### config.mk
export PLATFORM = sky130hd
export DESIGN_NAME = random_pulse_monitor
export DESIGN_NICKNAME = d
export VERILOG_FILES = /design/src/rtl/random_pulse_monitor.sv
export SDC_FILE = /design/constraint.sdc
export NUM_CORES = 1
export LEC_CHECK = 0
export ABC_AREA = 1
export CAP_MARGIN = 20
export CORE_ASPECT_RATIO = 0.6
export CORE_MARGIN = 3
export CORE_UTILIZATION = 40
export CTS_CLUSTER_DIAMETER = 100
export DETAILED_ROUTE_END_ITERATION = 7
export SYNTH_ARGS = -nofsm -noshare
export SYNTH_HDL_FRONTEND = slang
export SYNTH_SLANG_ARGS = --single-unit
### constraint.sdc
create_clock -name clk -period 3.4 [get_ports clk]
set_input_delay 0.68 -clock clk [delete_from_list [all_inputs] [get_ports clk]]
set_output_delay 0.68 -clock clk [all_outputs]
set_load 0.02 [all_outputs]
### src/rtl/random_pulse_monitor.sv
// random_pulse_monitor: per-window pulse count, min/max inter-pulse interval and sticky rate flags.
// Optional alarm output enabled by defining RANDOM_PULSE_MONITOR_ALARM_EN.
`default_nettype none

module random_pulse_monitor #(
   parameter int WINDOW_LN2 = 8,
   parameter int CNT_W      = 16,
   parameter int INT_W      = 16,
   parameter int MIN_COUNT  = 8,
   parameter int MAX_COUNT  = 24
) (
   input  logic             clk,
   input  logic             rst,
   input  logic             ce,
   input  logic             pulse_in,
   input  logic             clear,
   output logic [CNT_W-1:0] window_count,
   output logic             window_valid,
   output logic [INT_W-1:0] min_interval,
   output logic [INT_W-1:0] max_interval,
   output logic             rate_low,
`ifdef RANDOM_PULSE_MONITOR_ALARM_EN
   output logic             alarm,
`endif
   output logic             rate_high
);

   typedef enum logic {WAIT_FIRST = 1'b0, RUN = 1'b1} state_t;

   localparam logic [CNT_W-1:0] CNT_ONES = {CNT_W{1'b1}};
   localparam logic [INT_W-1:0] INT_ONES = {INT_W{1'b1}};
   localparam logic [CNT_W-1:0] MIN_C    = CNT_W'(MIN_COUNT);
   localparam logic [CNT_W-1:0] MAX_C    = CNT_W'(MAX_COUNT);

   state_t                state;
   logic [WINDOW_LN2-1:0] pos;
   logic [CNT_W-1:0]      run_cnt;
   logic [INT_W-1:0]      ivl;
   logic                  prev;

   logic                  pulse_event;
   logic                  terminal;
   logic [CNT_W-1:0]      cnt_next;

   always_comb begin
      pulse_event = ce & pulse_in & ~prev;
      terminal    = &pos;
      cnt_next    = (pulse_event && (run_cnt != CNT_ONES)) ? run_cnt + 1'b1 : run_cnt;
   end

   always_ff @(posedge clk) begin
      if (rst) begin
         state        <= WAIT_FIRST;
         pos          <= '0;
         run_cnt      <= '0;
         ivl          <= '0;
         prev         <= 1'b0;
         window_count <= '0;
         window_valid <= 1'b0;
         min_interval <= INT_ONES;
         max_interval <= '0;
         rate_low     <= 1'b0;
         rate_high    <= 1'b0;
`ifdef RANDOM_PULSE_MONITOR_ALARM_EN
         alarm        <= 1'b0;
`endif
      end else begin
         window_valid <= 1'b0;
         // prev keeps tracking through clear so a held level is not recounted
         if (ce)
            prev <= pulse_in;
`ifdef RANDOM_PULSE_MONITOR_ALARM_EN
         alarm <= clear ? 1'b0 : (rate_low | rate_high);
`endif
         if (clear) begin
            state        <= WAIT_FIRST;
            pos          <= '0;
            run_cnt      <= '0;
            ivl          <= '0;
            window_count <= '0;
            min_interval <= INT_ONES;
            max_interval <= '0;
            rate_low     <= 1'b0;
            rate_high    <= 1'b0;
         end else if (ce) begin
            pos <= pos + 1'b1;
            if (terminal) begin
               window_count <= cnt_next;
               window_valid <= 1'b1;
               run_cnt      <= '0;
               if (cnt_next < MIN_C)
                  rate_low <= 1'b1;
               if (cnt_next > MAX_C)
                  rate_high <= 1'b1;
            end else begin
               run_cnt <= cnt_next;
            end

            case (state)
               WAIT_FIRST: begin
                  if (pulse_event) begin
                     ivl   <= {{(INT_W-1){1'b0}}, 1'b1};
                     state <= RUN;
                  end
               end
               RUN: begin
                  if (pulse_event) begin
                     if (ivl < min_interval)
                        min_interval <= ivl;
                     if (ivl > max_interval)
                        max_interval <= ivl;
                     ivl <= {{(INT_W-1){1'b0}}, 1'b1};
                  end else if (ivl != INT_ONES) begin
                     ivl <= ivl + 1'b1;
                  end
               end
               default: state <= WAIT_FIRST;
            endcase
         end
      end
   end

endmodule

`default_nettype wire
==> results.yml <==
drt:
  route.detailed.drc: 0
  wl_per_cell_um: 15.97
  drt_iter0_markers: 541
  ant_nets: 0
  num_vias: 5246
  drt_pass1_iterations: 6
  routed_wl_um: 15870
  viasPerCell: 5.278
cells_and_area:
  final_area_um2: 6213
  fill_cells: 1236
  register_area_um2: 1862
  area_growth_pct: 20.33
  multi_input_area_um2: 2808
  drive_gt1_frac: 0.05066
  fin_nets: 863
  antennaDiodeCount: 0
  final_util: 0.5038
power:
  p_per_area_nw_per_um2: 356.2
  p_leak_nw: 2.705
  p_total_mw: 2.214
  peakVddDrop_mv: 0.2405
timing:
  worst_slack_ns: 0.6691
  max_slew.worst_pin.slew_ns: 0.5624
  period_needed_ns: 2.731
  final.setup.tns_ns: 0
  rsz0062_at_grt: "no"
  slew_headroom: 0.6211
  min_period_over_period: 0.8032
  max_freq_mhz: 366.2
  setup_viol: 0
  finalHoldViolations: 0
  finalClockSkew_ns: 0.005823
  slew_violations: 0
placed_design:
  port_buffers: 55
  place_worst_setup_slack_ns: 0.3746
  dpl_cell_area_um2: 5902
  place.gp.congestion: 1.022
  dp_hpwl_um: 12160
synthesis:
  synth_nets: 807
  yosysMostFrequentCell: "nand2_1"
  synth_area_leaders: "dfxtp_1 (36%), nand2_1 (14%), ha_1 (8.2%)"
  yosysUniqueCellTypes: 36
  synth_top_area_frac: 0.3606
  synth_warnings: 0
  ys_seq_elements: 93
  yosys-top-cells-count: "nand2_1 (192), nor2_1 (100), dfxtp_1 (93), inv_1 (91), nand3_1 (67)"
  synth_ff_type: "dfxtp_1"
  synth_top_area_cell: "dfxtp_1"
  netlist_area_um2: 5164
  synth_edf_count: 0
  postSynth.asyncResetShare: 0
  yosysSeqAreaShare: 0.3606
  synth_area_per_cell_um2: 6.724
  syn_inst: 768
clock_network:
  cts_tree: "done"
  post-cts-setup-buffers: 0
  clk_latency_ns: 0.35
  cts_buffer_depth: 2
  ctsResizeCount: 0
  ctsHoldBuffers: 0
  htreeDepth: 3
  clk_pin_slew_ns: 0.07
  cts_buffers: 9
  root_buffer: "clkbuf_16"
  clock-sinks: 93
global_routing:
  overflow: 0
  grt_max_degree: 34
  first_global_vias: 4715
  grtUsageTotal: 0.2263
  grt_pass1_wl_um: 25670
  antenna_found_initial: 0
setup_path:
  worstSetupEndpointType: "register"
  cp.arrival_ns: 2.96
  worst_path_most_repeated_cell: "nand2_1"
  slowest_delay_ns: 0.57
  critPathKind: "in -> reg"
  worstPathMaxFanout: 13
  cp_num_cells: 13
  cp.required_ns: 3.63
  reg2reg_depth: 13
  critPathTopFamily: "simple AND/OR/NAND/NOR gates"
  crit_buf_inv: 3
  cp_cell_sequence: "clkdlybuf4s50_1, nand2_2, or2_1, inv_6, nand2_2, nand2_1, nand2_1, nor3_1, nand2_1, inv_1, nand2_1, nand3_1, a21oi_1"
  slowest_stage: "clkdlybuf4s50_1"
  critPathLaunchType: "primary input"
status:
  status: "completed"
worst_hold_path:
  hp-class: "reg -> reg"
  hold_path_depth: 2
floorplanning:
  initial_utilization: 0.4186
  die_x_um: 152.7
  num_rows: 31
  core_area_um2: 12330
  die_h_um: 94.01
  pin_count: 56
  die_area_um2: 14350
job:
  drv_cap: 0
worst reg2reg max path: stages (launching register included):
cell	delay [ns]
dfxtp_1	0.47
ha_1	0.37
nand3_1	0.18
nor2_1	0.29
nand2_1	0.19
nand2_2	0.25
nand2_1	0.11
nand2_1	0.18
nor2_1	0.10
nand3_1	0.12
nor2_1	0.05
nand2_1	0.05
nand3_1	0.09
a21oi_1	0.12
state kept, by name, indices dropped and copies added (netlist names):
signal        count
pos               8
max_interval     16
prev              1
min_interval     16
state             1
window_valid      1
run_cnt          16
rate_low          1
ivl              16
rate_high         1
window_count     16
metal layers:
| metal | vias to the layer above | GRT usage | wire length [um] |
|---|---|---|---|
| met5 | - | 0 | 0 |
| met4 | 0 | 0.04818 | 140 |
| met3 | 16 | 0.05338 | 1679 |
| met2 | 235 | 0.2893 | 5652 |
| met1 | 2371 | 0.3686 | 8401 |
| li1 | 2624 | - | - |
path summary, 6_finish.rpt:
kind | from | slack [ns] | end
setup reg to reg | run_cnt[0] | 0.76 | rate_high
setup / recovery | ce | 0.67 | rate_high
hold reg to reg | rate_high | 0.47 | rate_high
hold / removal | rate_high | 0.47 | rate_high
cells by family (layout without fill, tap and decap cells):
logic type / Yosys count / in the layout / synth area share
flip-flops: 93 / 93 / 0.3606
AO/OA/AOI/OAI: 126 / 126 / 0.1352
AND/OR/NAND/NOR: 392 / 392 / 0.3179
adder cells (fa/ha/maj): 34 / 34 / 0.08238
buffers and inverters: 119 / 180 / 0.09716
XOR/XNOR: 4 / 4 / 0.006786
report_power, final:
part | switching [mW] | internal [mW]
clock network | 0.506 | 0.524
logic | 0.0643 | 0.0251
registers | 0.00299 | 1.09
metrics by stage:
stage | hold WS (ns) | instances
2_1_floorplan | 0.4301 | 768
3_3_place_gp | 0.4429 | 977
3_5_place_dp | 0.4583 | 977
4_1_cts | 0.4701 | 993
5_1_grt | 0.4990 | 994
6_report | 0.4733 | 994
placed cells by master, fill, tap and decap left out, drive strengths merged, types with 3 or more instances in the layout:
| cell type | count |
|---|---|
| nand3 | 68 |
| a31oi | 13 |
| a211oi | 3 |
| dfxtp | 93 |
| nand2 | 196 |
| clkdlybuf4s50 | 55 |
| inv | 97 |
| xnor2 | 3 |
| clkinv | 4 |
| a21oi | 47 |
| clkbuf | 9 |
| nand4 | 11 |
| ha | 34 |
| o21ai | 55 |
| nor3 | 10 |
| buf | 15 |
| nor2 | 101 |
cell type report:
cell class,count,share of cell area
Clock buffer,9,0.03625
Clock inverter,7,0.01269
Inverter,94,0.05759
Multi-Input combinational cell,556,0.4519
Sequential cell,93,0.2996
Tap cell,165,0.03323
Timing Repair Buffer,70,0.1087
Note: power is estimated with default switching activity, not from simulation.
